`src/rtl/mdc_delay_switch_stage_if.sv`:
```
// Pair bus for the MDC delay/switch stage: one valid strobe plus two
// complex samples (path 0 = upper, path 1 = lower), re/im split per path.
//   valid        : pair present this cycle
//   x0_re, x0_im : path-0 sample
//   x1_re, x1_im : path-1 sample
// master drives the pair, slave consumes it.
interface mdc_delay_switch_stage_if #(
    parameter int DW = 16
);
    logic          valid;
    logic [DW-1:0] x0_re;
    logic [DW-1:0] x0_im;
    logic [DW-1:0] x1_re;
    logic [DW-1:0] x1_im;

    modport master (
        output valid,
        output x0_re,
        output x0_im,
        output x1_re,
        output x1_im
    );

    modport slave (
        input valid,
        input x0_re,
        input x0_im,
        input x1_re,
        input x1_im
    );
endinterface

```
`src/rtl/mdc_delay_switch_stage.sv`:
```
// R2MDC inter-butterfly reorder stage: D-deep pre-delay on path 1,
// commutator switch toggling every D beats, D-deep post-delay on path 0.
// Ports:
//   CLK     : rising-edge clock
//   RST     : synchronous reset, active-high (wins over a same-cycle beat)
//   in_bus  : slave pair bus (valid, in0 = x0_*, in1 = x1_*)
//   out_bus : master pair bus (registered out_valid, out0 = x0_*, out1 = x1_*)
//   sel     : commutator state that the next beat will use
module mdc_delay_switch_stage #(
    parameter int DW    = 16,
    parameter int DELAY = 2
) (
    input  logic CLK,
    input  logic RST,
    mdc_delay_switch_stage_if.slave  in_bus,
    mdc_delay_switch_stage_if.master out_bus,
    output logic sel
);

    localparam int SW = 2 * DW;
    localparam int CW = $clog2(2 * DELAY);
    localparam int FW = $clog2(2 * DELAY + 1);

    localparam logic [CW-1:0] CNT_LAST  = CW'(2 * DELAY - 1);
    localparam logic [CW-1:0] CNT_HALF  = CW'(DELAY);
    localparam logic [FW-1:0] FILL_FULL = FW'(2 * DELAY);

    // A beat only counts when reset is not asserted in the same cycle.
    logic beat;

    logic [CW-1:0] cnt;
    logic [FW-1:0] fill;

    // Samples are carried as {re, im} so both halves move together.
    logic [SW-1:0] pre_q  [DELAY];
    logic [SW-1:0] post_q [DELAY];

    logic [SW-1:0] a;
    logic [SW-1:0] b;
    logic [SW-1:0] bd;
    logic [SW-1:0] p;
    logic [SW-1:0] q;
    logic [SW-1:0] o0;

    assign beat = in_bus.valid & ~RST;

    assign a  = {in_bus.x0_re, in_bus.x0_im};
    assign b  = {in_bus.x1_re, in_bus.x1_im};
    assign bd = pre_q[DELAY-1];
    assign o0 = post_q[DELAY-1];

    // Second half of each 2D-beat period swaps the two paths.
    assign sel = (cnt >= CNT_HALF);

    always_comb begin
        p = a;
        q = bd;
        if (sel) begin
            p = bd;
            q = a;
        end
    end

    // Delay lines are deliberately not reset: stale contents stay masked
    // by the fill counter until 2D fresh beats have pushed them out.
    always_ff @(posedge CLK) begin
        if (beat) begin
            pre_q[0]  <= b;
            post_q[0] <= p;
            for (int i = 1; i < DELAY; i++) begin
                pre_q[i]  <= pre_q[i-1];
                post_q[i] <= post_q[i-1];
            end
        end
    end

    always_ff @(posedge CLK) begin
        if (RST) begin
            cnt  <= '0;
            fill <= '0;
        end else if (in_bus.valid) begin
            if (cnt == CNT_LAST) begin
                cnt <= '0;
            end else begin
                cnt <= cnt + CW'(1);
            end
            if (fill != FILL_FULL) begin
                fill <= fill + FW'(1);
            end
        end
    end

    // Outputs refresh on every beat; valid only once both delay lines
    // hold data from this run (fill has reached 2D before this beat).
    always_ff @(posedge CLK) begin
        if (RST) begin
            out_bus.valid <= 1'b0;
            out_bus.x0_re <= '0;
            out_bus.x0_im <= '0;
            out_bus.x1_re <= '0;
            out_bus.x1_im <= '0;
        end else if (in_bus.valid) begin
            out_bus.valid                  <= (fill == FILL_FULL);
            {out_bus.x0_re, out_bus.x0_im} <= o0;
            {out_bus.x1_re, out_bus.x1_im} <= q;
        end else begin
            out_bus.valid <= 1'b0;
        end
    end

endmodule

```
`src/flat_wrapper.sv`:
```
// flat-port wrapper written by rule: the top's interface ports become plain ports
module mdc_delay_switch_stage_flat 
#(
    parameter int DW    = 16,
    parameter int DELAY = 2
)
  (CLK, RST, sel, in_bus_valid, in_bus_x0_re, in_bus_x0_im, in_bus_x1_re, in_bus_x1_im, out_bus_valid, out_bus_x0_re, out_bus_x0_im, out_bus_x1_re, out_bus_x1_im);
  mdc_delay_switch_stage_if #(.DW(DW)) in_bus_i ();
  mdc_delay_switch_stage_if #(.DW(DW)) out_bus_i ();
  input  logic CLK;
  input  logic RST;
  output logic sel;
  input wire logic [$bits(in_bus_i.valid)-1:0] in_bus_valid;
  input wire logic [$bits(in_bus_i.x0_re)-1:0] in_bus_x0_re;
  input wire logic [$bits(in_bus_i.x0_im)-1:0] in_bus_x0_im;
  input wire logic [$bits(in_bus_i.x1_re)-1:0] in_bus_x1_re;
  input wire logic [$bits(in_bus_i.x1_im)-1:0] in_bus_x1_im;
  output wire logic [$bits(out_bus_i.valid)-1:0] out_bus_valid;
  output wire logic [$bits(out_bus_i.x0_re)-1:0] out_bus_x0_re;
  output wire logic [$bits(out_bus_i.x0_im)-1:0] out_bus_x0_im;
  output wire logic [$bits(out_bus_i.x1_re)-1:0] out_bus_x1_re;
  output wire logic [$bits(out_bus_i.x1_im)-1:0] out_bus_x1_im;
  assign in_bus_i.valid = in_bus_valid;
  assign in_bus_i.x0_re = in_bus_x0_re;
  assign in_bus_i.x0_im = in_bus_x0_im;
  assign in_bus_i.x1_re = in_bus_x1_re;
  assign in_bus_i.x1_im = in_bus_x1_im;
  assign out_bus_valid = out_bus_i.valid;
  assign out_bus_x0_re = out_bus_i.x0_re;
  assign out_bus_x0_im = out_bus_i.x0_im;
  assign out_bus_x1_re = out_bus_i.x1_re;
  assign out_bus_x1_im = out_bus_i.x1_im;
  mdc_delay_switch_stage #(.DW(DW), .DELAY(DELAY)) u_core (.CLK(CLK), .RST(RST), .in_bus(in_bus_i), .out_bus(out_bus_i), .sel(sel));
endmodule
```
`config.mk`:
```
export PLATFORM = sky130hd
export DESIGN_NAME = mdc_delay_switch_stage_flat
export DESIGN_NICKNAME = d
export VERILOG_FILES = /design/src/rtl/mdc_delay_switch_stage_if.sv /design/src/rtl/mdc_delay_switch_stage.sv /design/src/flat_wrapper.sv
export SDC_FILE = /design/constraint.sdc
export NUM_CORES = 1
export LEC_CHECK = 0
export CAP_MARGIN = 20
export CORE_MARGIN = 4
export CORE_UTILIZATION = 50
export DETAILED_ROUTE_END_ITERATION = 7
export MAX_ROUTING_LAYER = met4
export PLACE_DENSITY = 0.82
export SLEW_MARGIN = 20
export SYNTH_ARGS = -nofsm -noshare
export SYNTH_HDL_FRONTEND = slang
export SYNTH_SLANG_ARGS = --single-unit
```
`constraint.sdc`:
```
create_clock -name CLK -period 11.67 [get_ports CLK]
set_input_delay 2.334 -clock CLK [delete_from_list [all_inputs] [get_ports CLK]]
set_output_delay 2.334 -clock CLK [all_outputs]
set_load 0.01 [all_outputs]
```
* After elaboration in Yosys (flattened, before gate mapping)
Memories as Yosys holds them, arrays and structs flattened. A register that Yosys moved wholly into a read port is not among the register bits.
Cells that the tools add are included.
** Cells by class
- Add/sub/neg operators :: 2
- Magnitude comparators :: 1
- Equality and inequality tests :: 3
- Mux-type cells :: 5
- Bitwise logic cells :: 3
- Reductions and logical operators :: 2
** Operators by type and width (count)
- $mux 32 :: 2
- $add 3x1->3 const B :: 1
- $eq 3x3->1 const B :: 1
- $ne 3x3->1 const B :: 1
- $add 2x1->2 const B :: 1
- $eq 2x2->1 const B :: 1
- $ge 2x2->1 const B :: 1
- $mux 1 :: 2
- $mux 2 :: 1
- $not 1->1 :: 2
- $reduce_and 2->1 :: 1
- $reduce_or 2->1 :: 1
- $and 1x1->1 :: 1
** Word-level totals
- Register bits :: 38
- Bits in writable memories :: 128
- Input bits :: 67
- Output and inout bits :: 66
- Word-level logic and storage cells :: 23
- Memories :: 2
** Memory list
- u_core.post_q :: words 2, bits a word 32, rd ports 2, clocked after Yosys merged registers in 1, wr ports 2, RTL line mdc_delay_switch_stage.sv:36 : logic [SW-1:0] post_q [DELAY];
- u_core.pre_q :: words 2, bits a word 32, rd ports 2, clocked after Yosys merged registers in 0, wr ports 2, RTL line mdc_delay_switch_stage.sv:35 : logic [SW-1:0] pre_q [DELAY];

* Longest topological paths before layout
Gate-level depths: netlist (run 1).
- Depth after elaboration :: 4
- Mapped depth :: 6
- Gate-level depth less buffers :: 4

* Least setup slack after synthesis (run 1)
OpenSTA, ideal clock, no wires.
- Kind :: input to register
- Start :: input in_bus_valid
- End :: register u_core.out_bus.valid
- Library setup time :: 0.091 ns
- Arrival :: 8.874 ns
- Data required time :: 11.579 ns
- Slack :: 2.705 ns
- Cell stages on the path :: 4
- Buffers on the path :: 2
- Cell sequence :: clkbuf_1 -> buf_2 -> nor2b_1 -> and3_1
** Between the ends
- Cells in the longest elaborated chain, start to end :: 2
** Ends and longest elaborated chain
- start: declaration :: RTL line flat_wrapper.sv:13 : input wire logic [$bits(in_bus_i.valid)-1:0] in_bus_valid;
- $not 1->1 (no line)
- $reduce_or 2->1 (no line)
- end signal: assignment :: RTL line mdc_delay_switch_stage.sv:103 : out_bus.valid <= (fill == FILL_FULL);
- end: declaration :: RTL line mdc_delay_switch_stage_if.sv:17 : output valid,
No other way between the ends.
A chain may end at the register's enable or synchronous reset.

* Worst setup path in the final report (run 1)
- Start :: register u_core.cnt[1]
- End :: output sel
** Between the ends
- Cells in the longest elaborated chain, start to end :: 1
** Ends and longest elaborated chain
- start: declaration :: RTL line mdc_delay_switch_stage.sv:31 : logic [CW-1:0] cnt;
- start signal: assignment :: RTL line mdc_delay_switch_stage.sv:85 : cnt <= cnt + CW'(1);
- $ge 2x2->1 :: RTL line mdc_delay_switch_stage.sv:53 : assign sel = (cnt >= CNT_HALF);
- end: declaration :: RTL line flat_wrapper.sv:12 : output logic sel;
No other way between the ends.

==> key figures, run 1 <==
Min path
  – HP Class: flop to flop
  – WHS Endpoint: u_core.post_q[1][31]
  – Worst Hold Depth: 0
  – Hold Path Origin: u_core.post_q[0][31]

Synthesis
  – Netlist cell types: 26
  – Sequential area share after synthesis: a little over two thirds
  – Ranking of synthesized cells by area: edfxtp_1 52%, dfxtp_1 19%, mux2_4 5.9%, mux2i_1 4.4%, a311oi_1 3.8%
  – Dominant cell type by area after synthesis: edfxtp_1
  – EDFF count, synth: 128
  – Synth Register Bits: between 150 and 200
  – Syn_nets: approximately 560
  – Syn_area_per_cell: approximately 15 um^2
  – Post-synth ARST share: 0%
  – Post-Syn Area: 0.00742 mm^2
  – Synth Flop Type: edfxtp_1
  – Ys Warns: 0
  – Cells after Synth: roughly 490
  – Yosys top cell area share: 51.8%

Floorplan
  – Initial Utilization: 51.1%
  – Die Area: 0.0169 mm^2
  – Core area: 0.0145 mm^2
  – Die Ht: roughly 130 um
  – Row count: 44
  – Boundary Pins: 133
  – Die Wd: 130 um

Cells and area
  – Layout cells sized above 1: 12.7%
  – Fin cells: 798
  – Finished Cell Area: 0.00935 mm^2
  – Sequential cell area: 0.00525 mm^2
  – Area Growth Syn to Fin: 26.0%
  – Filler cells: 1032
  – Final net count: 672
  – Diodes inserted: 0
  – Area of the multi-input gates: slightly below 0.002 mm^2

CTS
  – CTS Buffer Depth: 2
  – CTS tree: built
  – CTS Sinks: 198
  – CTS-repair resized insts: 0
  – Clock-pin slew on the worst setup and hold paths: 0.07 ns
  – Total CTS buffers: 17
  – Clk_lat worst skew: ~0.42 ns
  – H-tree depth: 4
  – CTS root buf: clkbuf_16
  – Post-CTS Hold Buffers: 0
  – Setup bufs post-CTS: 0

STA
  – RSZ-0062 raised after global routing: no
  – Fmax: roughly 150 MHz
  – Setup TNS: 0 ns
  – Worst-Margin Slew: 1.12 ns
  – Skew final: 0.00729 ns
  – Slew margin rel.: 25.4%
  – Post-layout min period: 6.47 ns
  – Final hold violation count: 0
  – Final setup viols: 0
  – Crit share post-route: 55.4%
  – Final number of max-transition violations: 0

Drt
  – DRC: 0
  – Routed vias/inst: 5.21
  – Routed Antenna Nets: 0
  – WL/cell: 17.8 um
  – Drt first-iter violations: 318
  – Vias: 4158
  – Router iterations before antenna repair: 6
  – WL final: 14200 um

Critical path
  – Worst Reg-to-Reg Cells: 3
  – Critical path type: flop to primary output
  – R2r setup slk: around 8.0 ns
  – Crit path required time: 9.34 ns
  – Crit path max fanout: 68
  – Type of element launching the critical path: flop
  – Endpoint type of the worst setup path: primary output
  – Arr. time, crit path: 4.13 ns
  – FF-to-FF End: u_core.post_q[0][0]
  – Reg-to-Reg Start: u_core.cnt[1]

Placed design
  – RD Place Congestion: 0.811
  – Port bufs: 132
  – Hpwl dp: 9550 um
  – Placed Area: 0.00876 mm^2
  – Placed cells: roughly 770

GRT
  – Busiest grt layer: met2
  – Largest net degree at the start of global routing: 96
  – Initial antenna violation count: 0
  – Met3 Use GR: under 10%
  – Met2 Usage GRT: 27.7%
  – Grt ovf: 0
  – First-pass GRT wire length: 22100 um
  – M1 GR Usage: 22.8%
  – Vias in the first global route: between 4000 and 5000
  – All-Layer GR Usage: 17.9%

Run status
  – Outcome: finished, final reports clean

Power
  – Leak Pwr: between 0.003 and 0.004 uW
  – Maximum vdd drop: 106 uV
  – Overall power: approximately 1500 uW
  – Power Density: 165 mW/mm^2

Run
  – Maxcap violations: 0
[critical path: stages (launching register included)]
cell	delay (ns)
dfxtp_2	0.95
ha_2	1.00
or2_2	1.00
clkdlybuf4s50_1	0.73
[final cells by class]
cell class	count	area share, %
inverters	3	0.120
clock buffers	20	5.12
well taps	184	2.46
repair buffers	135	14.3
multi-input cells	246	20.7
clock inverters	12	1.20
flip-flops and latches	198	56.1
[power by group]
| part | switching (uW) | internal (uW) | total (uW) |
|---|---|---|---|
| Combinational | 70.4 | 88.3 | 159 |
| Clock | 247 | 322 | 569 |
| Sequential | 21.8 | 791 | 813 |
[cell usage in the layout, fill, tap and decap left out, types with 2 or more instances in the layout]
cell / instances
dfxtp_1: 69
ha_1: 3
nor2_1: 66
or3b_1: 28
mux2_2: 4
clkdlybuf4s50_1: 130
inv_1: 3
a21oi_1: 2
nand2b_1: 3
a311oi_1: 32
o21ai_0: 32
or3b_2: 5
clkinv_2: 2
mux2_4: 29
inv_6: 4
clkbuf_16: 19
edfxtp_1: 128
buf_4: 3
mux2i_1: 33
clkinvlp_4: 3
[sequential cells by signal, summed over array words and instances, names as in the netlist]
name	cells
u_core.cnt	2
u_core.out_bus.x1_im	16
u_core.out_bus.x1_re	16
u_core.fill	3
u_core.out_bus.x0_im	16
u_core.pre_q	64
u_core.out_bus.valid	1
u_core.out_bus.x0_re	16
u_core.post_q	64
[cells by family (layout without fill, tap and decap cells)]
group / Yosys count / count (layout) / share of synthesized area, %
flops: 198 / 198 / 70.6
simple gates: 108 / 108 / 8.02
compound gates: 68 / 68 / 6.27
mux: 66 / 66 / 10.9
buf+inv: 41 / 170 / 3.47
fa+ha+maj: 4 / 4 / 0.674
[routing by layer]
| layer | vias up | part of all wire [%] |
|---|---|---|
| met5 | - | 0 |
| met4 | 0 | 2.0 |
| li1 | 2040 | - |
| met1 | 1988 | 43 |
| met2 | 109 | 50 |
| met3 | 21 | 4.9 |
[through the flow]
stage	utilization [%]	hold WS (ns)	setup slack, ns
6_report	64.3	0.417	5.20
5_1_grt	64.3	0.422	4.87
4_1_cts	64.3	0.419	5.22
3_5_place_dp	60.2	0.405	5.70
3_3_place_gp	60.2	0.401	5.78
2_1_floorplan	-	0.400	2.70
[cell usage after synthesis, types with 2 or more instances]
cell / number
buf_12: 3
or3b_2: 5
mux2i_1: 33
nor2b_1: 2
a311oi_1: 32
clkbuf_1: 18
nor2_1: 66
buf_1: 3
mux2_4: 29
o21ai_0: 32
nand2b_1: 3
a21oi_1: 2
buf_2: 8
inv_1: 3
mux2_2: 4
ha_1: 4
or3b_1: 28
dfxtp_1: 70
edfxtp_1: 128
buf_6: 6
[worst max path at each step]
| stage | start | end | slack, ns | cells past startpoint |
|---|---|---|---|---|
| final | u_core.cnt[1] | sel | 5.20 | 3 |
| after global routing | u_core.cnt[1] | sel | 4.87 | 3 |
| after CTS | u_core.cnt[1] | sel | 5.22 | 3 |
| after detailed placement | u_core.cnt[1] | sel | 5.70 | 3 |
| after global placement | u_core.cnt[1] | sel | 5.78 | 3 |
| after floorplan | in_bus_valid | u_core.out_bus.valid | 2.70 | 4 |
Note: power is estimated with default switching activity, not from simulation.
==> run 2, diff against run 1 <==
==> constraint.sdc (replaced) <==
create_clock -name CLK -period 6.6 [get_ports CLK]
set_input_delay 1.32 -clock CLK [delete_from_list [all_inputs] [get_ports CLK]]
set_output_delay 1.32 -clock CLK [all_outputs]
set_load 0.01 [all_outputs]
==> run 2 against run 1 <==
  * Clock-buffer cell count rose by 8
  * Cell count rose by 0.13%
  * Largest cell class unchanged
  * Non-clock buffer count rose by 1
  * Setup slack got worse by 3.1 ns
  * Largest power group unchanged
  * Critical endpoint unchanged
==> key figures, run 2 (synthesized netlist as in run 1, its figures left out) <==
Run status
  – Outcome: finished, final reports clean

Power
  – Maximum vdd drop: 294 uV (+180%)
  – Overall power: 2660 uW (+73%)
  – Leak Pwr: 0.00338 uW (-0.36%)
  – Power Density: 286 mW/mm^2 (+74%)

Cells and area
  – Commonest non-fill, non-tap cell in the layout: clkdlybuf4s50_1
  – Largest registers: u_core.post_q x64, u_core.pre_q x64
  – Most frequent cells in the layout: 130 x clkdlybuf4s50_1, 128 x edfxtp_1, 69 x dfxtp_1, 66 x nor2_1, 33 x mux2i_1
  – Sequential cell area: 0.00525 mm^2 (unchanged)
  – Area of the multi-input gates: 0.00193 mm^2 (unchanged)
  – Fin cells: 799 (+0.13%)
  – Final core occ: 64.1% (-0.23 points)
  – Diodes inserted: 0 (unchanged)
  – Filler cells: 1067 (+3.4%)
  – Layout cells sized above 1: 11.5% (-1.2 points)
  – Area Growth Syn to Fin: 25.5%
  – Final net count: 673 (+0.15%)

STA
  – Fmax: 220 MHz
  – Final hold violation count: 0 (unchanged)
  – Setup TNS: 0 ns (unchanged)
  – Slew margin rel.: 35.8% (+10 points)
  – Final number of max-transition violations: 0 (unchanged)
  – Worst-Margin Slew: 0.963 ns (-0.157 ns)
  – Final setup viols: 0 (unchanged)
  – RSZ-0062 raised after global routing: no
  – Hold WS: 0.421 ns (+0.00386 ns)
  – Crit share post-route: 68.8%
  – Post-layout min period: 4.54 ns
  – Skew final: 0.00727 ns (-0.0000269 ns)

Critical path
  – Crit path max fanout: 68 (unchanged)
  – Type of element launching the critical path: flop
  – Arr. time, crit path: 3.22 ns (-0.91 ns)
  – Endpoint type of the worst setup path: primary output
  – Crit path required time: 5.28 ns (-4.06 ns)
  – Critical path type: flop to primary output

Drt
  – Router iterations before antenna repair: 4 (-2)
  – WL final: 14300 um (+0.58%)
  – DRC: 0 (unchanged)
  – Met1 wire length: 6140 um (+0.15%)
  – Routed Antenna Nets: 0 (unchanged)
  – Met2 wire length: 7000 um (-1.5%)
  – WL/cell: 17.9 um (+0.45%)
  – Top Layer Used: met4
  – Drt first-iter violations: 386 (+21%)
  – Vias: 4222 (+1.5%)
  – Routed vias/inst: 5.28 (+1.4%)
  – Met3 routed wirelength: 784 um (+13%)

CTS
  – CTS root buf: clkbuf_16
  – Total CTS buffers: 17 (unchanged)
  – Clock-pin slew on the worst setup and hold paths: 0.07 ns (about the same)
  – Setup bufs post-CTS: 0 (unchanged)
  – CTS Buffer Depth: 2 (unchanged)
  – H-tree depth: 4 (unchanged)
  – Clk_lat worst skew: 0.42 ns (about the same)
  – Post-CTS Hold Buffers: 0 (unchanged)
  – CTS tree: built
  – CTS-repair resized insts: 0 (unchanged)
  – CTS Sinks: 198 (unchanged)

Run
  – Maxcap violations: 0 (unchanged)

Placed design
  – Port bufs: 132 (unchanged)
  – Hpwl dp: 9500 um (-0.44%)
  – Placed cells: 767 (+0.13%)
  – RD Place Congestion: 0.842 (+3.7%)

Floorplan
  – Initial Utilization: 51.1% (unchanged)
  – Row count: 44 (unchanged)
  – Core area: 0.0145 mm^2 (unchanged)
  – Die Area: 0.0169 mm^2 (unchanged)
  – Die Wd: 130 um (unchanged)
  – Die Ht: 130 um (unchanged)
  – Boundary Pins: 133 (unchanged)

Min path
  – HP Class: flop to flop

GRT
  – Largest net degree at the start of global routing: 121 (+26%)
  – First-pass GRT wire length: 22100 um (-0.13%)
  – All-Layer GR Usage: 17.9% (-0.025 points)
  – Initial antenna violation count: 0 (unchanged)
  – Grt ovf: 0 (unchanged)
  – Vias in the first global route: 4251 (+2.5%)
[run 2: cell types whose count changed in the layout (fill, tap and decap cells not counted), sizes merged]
cell | previous run | this run
buf | 5 | 6
clkbuf | 20 | 28
clkinv | 3 | 2
clkinvlp | 3 | 0
inv | 8 | 4
[run 2: worst max-delay path, cell delays in order, from the launching register on]
cell	delay, ns
dfxtp_2	0.96
ha_2	1.01
or2_2	0.26
clkdlybuf4s50_1	0.55
[run 2: path summary, 6_finish.rpt]
| check | to | slack [ns] | cells after the start | from |
|---|---|---|---|---|
| worst max-delay path | sel | 2.06 | 3 | u_core.cnt[1] |
| worst max register to register | u_core.post_q[0][1] | 3.18 | 4 | u_core.cnt[1] |
| worst min register to register | u_core.post_q[1][16] | 0.42 | 0 | u_core.post_q[0][16] |
| worst min-delay path | u_core.post_q[1][16] | 0.42 | 0 | u_core.post_q[0][16] |
[run 2: power by group]
part           switching (uW)  total, uW  internal, uW
combinational             120        276           156
sequential               40.5       1440          1400
clock                     399        948           550
[run 2: area by class of cell]
| type | count | area share, % |
|---|---|---|
| repair buffers | 136 | 14.6 |
| multi-input cells | 246 | 20.7 |
| clock buffers | 28 | 5.33 |
| inverters | 3 | 0.121 |
| well taps | 184 | 2.47 |
| flip-flops and latches | 198 | 56.3 |
| clock inverters | 4 | 0.483 |
[run 2: through the flow]
step / area [um^2] / setup WS, ns
after CTS: 9320 / 2.02
after global routing: 9320 / 1.78
after global placement: 8780 / 2.56
after floorplan: 7430 / 1.14
final: 9320 / 2.06
after detailed placement: 8780 / 2.50
[run 2: per-layer routing]
layer / vias to the layer above / track usage (%)
met5: - / -
met4: 0 / 7.09
met3: 26 / 5.44
met2: 122 / 27.1
met1: 2030 / 22.7
li1: 2044 / -
